==> src/rtl/wb_regfile_if.sv <==
// Writeback-side bus of the register file: the write port driven by the
// MEM/WB stage, the two decode read ports, the debug port and status.
interface wb_regfile_if #(
  parameter int DATA_W = 32,
  parameter int ADDR_W = 5
);
  logic              RegWriteW;
  logic [ADDR_W-1:0] WriteRegW;
  logic [DATA_W-1:0] ResultW;
  logic [ADDR_W-1:0] A1;
  logic [ADDR_W-1:0] A2;
  logic [DATA_W-1:0] RD1;
  logic [DATA_W-1:0] RD2;
  logic [ADDR_W-1:0] DbgAddr;
  logic [DATA_W-1:0] DbgData;
  logic [15:0]       WriteCount;
  logic [ADDR_W-1:0] LastWriteReg;

  // Pipeline side: drives writeback and read indices, receives read data.
  modport master (
    output RegWriteW, WriteRegW, ResultW, A1, A2, DbgAddr,
    input  RD1, RD2, DbgData, WriteCount, LastWriteReg
  );

  // Register file side.
  modport slave (
    input  RegWriteW, WriteRegW, ResultW, A1, A2, DbgAddr,
    output RD1, RD2, DbgData, WriteCount, LastWriteReg
  );
endinterface

==> src/rtl/wb_regfile.sv <==
// Register file fed by the writeback bus. Two decode read ports with a
// same-cycle write-to-read bypass, a non-bypassed debug read port, and
// commit statistics (saturating write count, last written index).
module wb_regfile #(
  parameter int DATA_W   = 32,
  parameter int ADDR_W   = 5,
  parameter int ZERO_REG = 1
) (
  input  logic          clk,
  input  logic          rst_n,
  wb_regfile_if.slave   bus
);

  localparam int NREGS   = 2 ** ADDR_W;
  localparam bit ZERO_EN = (ZERO_REG != 0);

  logic [DATA_W-1:0] regs_q [NREGS];
  logic [15:0]       write_count_q, write_count_d;
  logic [ADDR_W-1:0] last_write_reg_q;
  logic              commit;

  // Index 0 is hard-wired when ZERO_EN, so such writes are dropped outright.
  // RegWriteW gates everything, so an undefined WriteRegW while idle is harmless.
  assign commit = bus.RegWriteW && ((bus.WriteRegW != '0) || !ZERO_EN);

  // Saturating increment of the commit counter.
  always_comb begin
    write_count_d = write_count_q;
    if (write_count_q != 16'hFFFF) write_count_d = write_count_q + 16'd1;
  end

  // Array and statistics update on commit; async reset clears everything.
  // NOTE: the storage array is reset on purpose -- the architectural state must
  // read as zero straight out of reset, so this stays flops rather than a RAM.
  always_ff @(posedge clk or negedge rst_n) begin
    if (!rst_n) begin
      for (int i = 0; i < NREGS; i++) regs_q[i] <= '0;
      write_count_q    <= '0;
      last_write_reg_q <= '0;
    end else if (commit) begin
      // NOTE: non-blocking assignments here so every flop samples pre-edge
      // values; blocking ones would make ordering inside this block matter.
      regs_q[bus.WriteRegW] <= bus.ResultW;
      write_count_q         <= write_count_d;
      last_write_reg_q      <= bus.WriteRegW;
    end
  end

  // Decode read: zero register first, then bypass, then stored value.
  function automatic logic [DATA_W-1:0] read_port(
    input logic [ADDR_W-1:0] addr,
    input logic              wr_en,
    input logic [ADDR_W-1:0] wr_addr,
    input logic [DATA_W-1:0] wr_data,
    input logic [DATA_W-1:0] stored
  );
    if (ZERO_EN && (addr == '0))       return '0;
    else if (wr_en && (wr_addr == addr)) return wr_data;
    else                                 return stored;
  endfunction

  // Both decode ports, evaluated combinationally.
  always_comb begin
    bus.RD1 = read_port(bus.A1, bus.RegWriteW, bus.WriteRegW, bus.ResultW, regs_q[bus.A1]);
    bus.RD2 = read_port(bus.A2, bus.RegWriteW, bus.WriteRegW, bus.ResultW, regs_q[bus.A2]);
  end

  // Debug read shows committed state only, never the in-flight write.
  always_comb begin
    bus.DbgData = regs_q[bus.DbgAddr];
    if (ZERO_EN && (bus.DbgAddr == '0)) bus.DbgData = '0;
  end

  assign bus.WriteCount   = write_count_q;
  assign bus.LastWriteReg = last_write_reg_q;

endmodule

==> src/flat_wrapper.sv <==
// flat-port wrapper written by rule: the top's interface ports become plain ports
module wb_regfile_flat 
#(
  parameter int DATA_W   = 32,
  parameter int ADDR_W   = 5,
  parameter int ZERO_REG = 1
)
  (clk, rst_n, bus_RegWriteW, bus_WriteRegW, bus_ResultW, bus_A1, bus_A2, bus_DbgAddr, bus_RD1, bus_RD2, bus_DbgData, bus_WriteCount, bus_LastWriteReg);
  wb_regfile_if #(.DATA_W(DATA_W), .ADDR_W(ADDR_W)) bus_i ();
  input  logic clk;
  input  logic rst_n;
  input wire logic [$bits(bus_i.RegWriteW)-1:0] bus_RegWriteW;
  input wire logic [$bits(bus_i.WriteRegW)-1:0] bus_WriteRegW;
  input wire logic [$bits(bus_i.ResultW)-1:0] bus_ResultW;
  input wire logic [$bits(bus_i.A1)-1:0] bus_A1;
  input wire logic [$bits(bus_i.A2)-1:0] bus_A2;
  input wire logic [$bits(bus_i.DbgAddr)-1:0] bus_DbgAddr;
  output wire logic [$bits(bus_i.RD1)-1:0] bus_RD1;
  output wire logic [$bits(bus_i.RD2)-1:0] bus_RD2;
  output wire logic [$bits(bus_i.DbgData)-1:0] bus_DbgData;
  output wire logic [$bits(bus_i.WriteCount)-1:0] bus_WriteCount;
  output wire logic [$bits(bus_i.LastWriteReg)-1:0] bus_LastWriteReg;
  assign bus_i.RegWriteW = bus_RegWriteW;
  assign bus_i.WriteRegW = bus_WriteRegW;
  assign bus_i.ResultW = bus_ResultW;
  assign bus_i.A1 = bus_A1;
  assign bus_i.A2 = bus_A2;
  assign bus_i.DbgAddr = bus_DbgAddr;
  assign bus_RD1 = bus_i.RD1;
  assign bus_RD2 = bus_i.RD2;
  assign bus_DbgData = bus_i.DbgData;
  assign bus_WriteCount = bus_i.WriteCount;
  assign bus_LastWriteReg = bus_i.LastWriteReg;
  wb_regfile #(.DATA_W(DATA_W), .ADDR_W(ADDR_W), .ZERO_REG(ZERO_REG)) u_core (.clk(clk), .rst_n(rst_n), .bus(bus_i));
endmodule
==> config.mk <==
export PLATFORM = sky130hd
export DESIGN_NAME = wb_regfile_flat
export DESIGN_NICKNAME = d
export VERILOG_FILES = /design/src/rtl/wb_regfile_if.sv /design/src/rtl/wb_regfile.sv /design/src/flat_wrapper.sv
export SDC_FILE = /design/constraint.sdc
export NUM_CORES = 2
export LEC_CHECK = 0
export CAP_MARGIN = 15
export CELL_PAD_IN_SITES_DETAIL_PLACEMENT = 0
export CELL_PAD_IN_SITES_GLOBAL_PLACEMENT = 1
export CORE_MARGIN = 2
export CORE_UTILIZATION = 39
export DETAILED_ROUTE_END_ITERATION = 8
export PLACE_DENSITY = 0.72
export SLEW_MARGIN = 40
export SYNTH_ARGS = -nofsm -noshare
export SYNTH_HDL_FRONTEND = slang
export SYNTH_SLANG_ARGS = --single-unit
==> constraint.sdc <==
create_clock -name clk -period 8.3 [get_ports clk]
set_input_delay 1.66 -clock clk [delete_from_list [all_inputs] [get_ports clk]]
set_output_delay 1.66 -clock clk [all_outputs]
set_load 0.02 [all_outputs]
**Word-level counts from Yosys, hierarchy flattened**

Index checks and enable logic that the tools add are counted.

- Logic and storage cells: 73
- Bits in registers: 1045
- Input port bits: 55
- Output and inout bits: 117

- Bitwise operators: 4
- Reductions and logical operators: 9
- Equal/unequal tests: 3
- Add/sub/neg operators: 1
- Muxes and demuxes: 17
- $lt $le $gt $ge: 5

Operators by type and width:

| kind | number |
|---|---|
| bitwise mux 1024 bit | 1 |
| binary-select mux 32 bit (select 5 bit) | 3 |
| 2-to-1 mux 32 bit | 12 |
| demux 32 bit (select 5 bit) | 1 |
| greater-or-equal comparator 6 bit, second input constant | 4 |
| NOT 5 -> 6 bit | 4 |
| adder 16 x 1 -> 16 bit, second input constant | 1 |
| != test 16 bit, second input constant | 1 |
| zero test 5 bit | 3 |
| == test 5 bit | 2 |
| less-than comparator 6 x 1 -> 1 bit, second input constant | 1 |
| nonzero test 5 bit | 1 |
| logical AND 1 bit | 4 |
| AND reduction 2 bit | 1 |

**Depth between registers and ports, before layout**

- Word-level depth: 6
- Mapped depth: 10
- Gate-level depth less buffers: 5

**Worst setup path after synthesis**

Ideal clock, no wire load.

- Path kind: input port to output port
- Start: input bus_A1[0]
- End: output bus_RD1[10]
- Buffers on the path: 2
- Arrival time: 3378 ps
- Required time: 6640 ps
- Slack: 3262 ps
- Stages: 7
- Cell sequence: buf_6 -> buf_4 -> mux2_2 -> o221ai_1 -> a21oi_1 -> nor3_1 -> o311ai_0

- Word-level cells in the longest chain between the ends: 6
- Elaborated cells on any way between the ends: 9
- Those cells by class: eq/ne: 1; mux: 5; bitwise: 1; reduce/logical: 2

RTL lines:

| element | line | RTL |
|---|---|---|
| start, declared | flat_wrapper.sv:15 | `input wire logic [$bits(bus_i.A1)-1:0] bus_A1;` |
| NOT 5 -> 6 bit (not written as such) | wb_regfile.sv:64 | `bus.RD1 = read_port(bus.A1, bus.RegWriteW, bus.WriteRegW, bus.ResultW, regs_q[bus.A1]);` |
| binary-select mux 32 bit (select 5 bit) | wb_regfile.sv:64 |  |
| 2-to-1 mux 32 bit (not written as such) (2 in series) | wb_regfile.sv:64 |  |
| 2-to-1 mux 32 bit | wb_regfile.sv:58 | `else if (wr_en && (wr_addr == addr)) return wr_data;` |
| 2-to-1 mux 32 bit * | wb_regfile.sv:57 | `if (ZERO_EN && (addr == '0)) return '0;` |
| end, declared | flat_wrapper.sv:18 | `output wire logic [$bits(bus_i.RD1)-1:0] bus_RD1;` |

Mark *: on every way between the ends. The rest lies on a longest branch, timed or not. The select of a mux whose other input is x is not followed.

**Worst setup path in the final report**

- Start: input bus_WriteRegW[2]
- End: output bus_RD1[0]

- Word-level cells in the longest chain between the ends: 4

RTL lines:

| element | line | RTL |
|---|---|---|
| start, declared | flat_wrapper.sv:13 | `input wire logic [$bits(bus_i.WriteRegW)-1:0] bus_WriteRegW;` |
| == test 5 bit | wb_regfile.sv:58 |  |
| logical AND 1 bit | wb_regfile.sv:58 |  |
| 2-to-1 mux 32 bit | wb_regfile.sv:58 |  |
| 2-to-1 mux 32 bit | wb_regfile.sv:57 |  |

Every way passes these cells.

==> results.json <==
{
  "drv_cap": 0,
  "critical_path_required_ns": 6.64,
  "hold_viol_final": 0,
  "whs_ns": 0.4124,
  "crit_chain": "clkdlybuf4s50_1 > xnor2_1 > nand4_1 > or2_2 > buf_4 > and3_1 > a21oi_1 > clkdlybuf4s50_1",
  "cts_buffer_depth": 3,
  "avgViaCountPerCell": 6.723,
  "cp_max_fo": 29,
  "port_buffers": 171,
  "rows": 149,
  "die_h_um": 410.4,
  "cp_slowest_cell": "clkdlybuf4s50_1",
  "path_class": "primary input to output pin",
  "yosysSeqAreaShare": 0.4060,
  "synth.avg_cell_area_sq_um": 14.48,
  "worstSetupEndpointType": "output pin",
  "synth_ff_type": "dfrtp_1",
  "ir_drop_mv": 0.1775,
  "synthDistinctLibCells": 72,
  "gp_congestion": 0.8621,
  "worst_pin_slew_ns": 0.9293,
  "drtPass1Iterations": 8,
  "wire_per_inst_um": 36.15,
  "drt_iter0_markers": 5826,
  "p_leak_uw": 0.02966,
  "grt_max_degree": 132,
  "cts_resized": 0,
  "fp.dieW_um": 410.4,
  "final.setup.tns_ns": 0,
  "cts_sinks": 1045,
  "worstPathArrival_ns": 5.44,
  "setup_viol": 0,
  "cpMostUsedCell": "clkdlybuf4s50_1",
  "crit_buf_inv": 3,
  "syn_inst": 4448,
  "drt-total-wl_mm": 242.4,
  "cp_top_family": "buffers and inverters",
  "grt-ovfl-total": 0,
  "ys_seq_elements": 1045,
  "fmax_mhz": 140.9,
  "netlist_top_cells_area": "dfrtp_1, mux4_2, mux2_2",
  "fin_crit_sh": 0.8552,
  "fin_ws_ns": 1.201,
  "synth.largest_area_cell": "dfrtp_1",
  "dp_hpwl_mm": 145.4,
  "clk_pin_slew_ns": 0.06,
  "synthesis.area_sq_um": 64410,
  "area_delta_synth_final_pct": 12.64,
  "initial_core_util": 0.3917,
  "grt_pass1_wl_mm": 344.6,
  "pre_cts_slack_ns": 1.346,
  "drc": 0,
  "synth.most_common_cell": "mux2_2",
  "timing.final.max_slew_violations": 0,
  "rsz0062_at_grt": "false",
  "synth_edf_count": 0,
  "dieArea_sq_um": 168400,
  "cts_tree": "built",
  "postCtsSetupBuffers": 0,
  "synth_warnings": 0,
  "vias": 45080,
  "core_sq_um": 164400,
  "ioPinCount": 172,
  "timing.slew.headroom": 0.3805,
  "worst_hold_path_type": "flip-flop to flip-flop",
  "fin_crit_ns": 7.099,
  "synth_commonest_cells": "mux2_2, dfrtp_1, mux4_2",
  "p_per_area_nw_per_um2": 233.4,
  "htreeDepth": 3,
  "grt_use_total": 0.2858,
  "cts_buffers": 120,
  "hold_buffers": 0,
  "status": "completed",
  "yosysTopAreaCellShare": 0.4060,
  "synth_nets": 4504,
  "grt_pass1_vias": 44270,
  "critPathLaunchType": "primary input",
  "ys_async_sr_fraction": 1.000,
  "skew_ns": 0.02228,
  "nets": 4465,
  "antenna_found_initial": 14,
  "drive_gt1_frac": 0.5001,
  "cts_root_buf": "clkbuf_16",
  "antenna_left": 0,
  "clock_latency_ns": 0.78,
  "critical-path-max-stage-delay_ns": 0.93
}
## power breakdown
group,leakage [uW],switching [uW],internal (uW)
registers,0.0134,936,6070
logic,0.0143,1870,2520
clock network,0.00199,2340,3200
## area by class of cell
| type | count | area [sq um] |
|---|---|---|
| Fill cell | 14680 | 91890 |
| Multi-Input combinational cell | 2850 | 35860 |
| Sequential cell | 1045 | 26150 |
| Timing Repair Buffer | 353 | 3577 |
| Clock buffer | 185 | 3518 |
| Tap cell | 2189 | 2739 |
| Clock inverter | 41 | 546.8 |
| Inverter | 39 | 147.6 |
| Antenna cell | 3 | 7.507 |
## state kept, by name, summed over array words and instances, names as in the netlist
name and flops:
u_core.bus.WriteCount 16, u_core.bus.LastWriteReg 5, u_core.regs_q 1024
## layout by cell type, fill, tap and decap left out, types with 9 or more instances in the layout
cell type,n
clkdlybuf4s50_1,149
a2111oi_0,18
nor3_1,13
clkbuf_16,121
nand2_1,112
nor2b_1,34
clkbuf_8,26
and3_1,23
a221oi_1,23
nor2_1,36
mux2i_1,166
nor4_1,9
o211ai_1,12
nand2b_1,9
xnor2_1,21
mux2_2,1070
clkbuf_1,39
nor2_4,17
a211o_1,20
clkinv_2,21
o21ai_1,37
buf_12,24
inv_1,36
buf_2,11
o21ai_0,58
buf_4,136
a22oi_1,60
buf_8,11
o22ai_1,80
a21oi_1,80
bufinv_16,9
buf_6,14
mux4_2,724
o22a_1,9
dfrtp_1,1045
a211oi_1,50
a31oi_1,16
nand3_1,30
## metrics by stage
step / total power [uW] / instances / instance area [sq um] / util
6_report: 16930 / 6705 / 72540 / 0.4412
5_1_grt: 17560 / 6704 / 72540 / 0.4412
4_1_cts: 16930 / 6701 / 72500 / 0.4409
3_5_place_dp: 11410 / 6475 / 68430 / 0.4162
3_3_place_gp: 11280 / 6457 / 68010 / 0.4136
2_1_floorplan: 9900 / 4448 / 64410 / -
## final timing paths
kind | from | to | slack [ns] | depth (start not counted)
setup / recovery | bus_WriteRegW[2] | bus_RD1[0] | 1.20 | 8
hold / removal | u_core.regs_q[992]$_DFFE_PN0P_ | u_core.regs_q[992]$_DFFE_PN0P_ | 0.41 | 0
setup reg to reg | u_core.bus.WriteCount[2]$_DFFE_PN0P_ | u_core.bus.WriteCount[15]$_DFFE_PN0P_ | 6.03 | 5
hold reg to reg | u_core.regs_q[992]$_DFFE_PN0P_ | u_core.regs_q[992]$_DFFE_PN0P_ | 0.41 | 0
max in group asynchronous | rst_n | u_core.regs_q[700]$_DFFE_PN0P_ | 5.62 | 3
min in group asynchronous | rst_n | u_core.regs_q[329]$_DFFE_PN0P_ | 0.89 | 1
## kinds of logic (layout without fill, tap and decap cells)
| family | after synthesis | in the layout | synth area share |
|---|---|---|---|
| buf+inv | 553 | 618 | 0.04319 |
| compound gates | 506 | 506 | 0.05288 |
| fa+ha+maj | 1 | 1 | 0.0001942 |
| other cells | 0 | 3 | 0 |
| simple gates | 355 | 355 | 0.02770 |
| mux | 1964 | 1964 | 0.4668 |
| xor+xnor | 24 | 24 | 0.003264 |
| flops | 1045 | 1045 | 0.4060 |
## routing by layer
layer / track usage / part of all wire
met3: 0.08759 / 0.11
met2: 0.4271 / 0.45
met1: 0.3876 / 0.40
met5: 0 / 0.00037
met4: 0.1150 / 0.046
No activity file was read; power rests on OpenSTA's default activity.
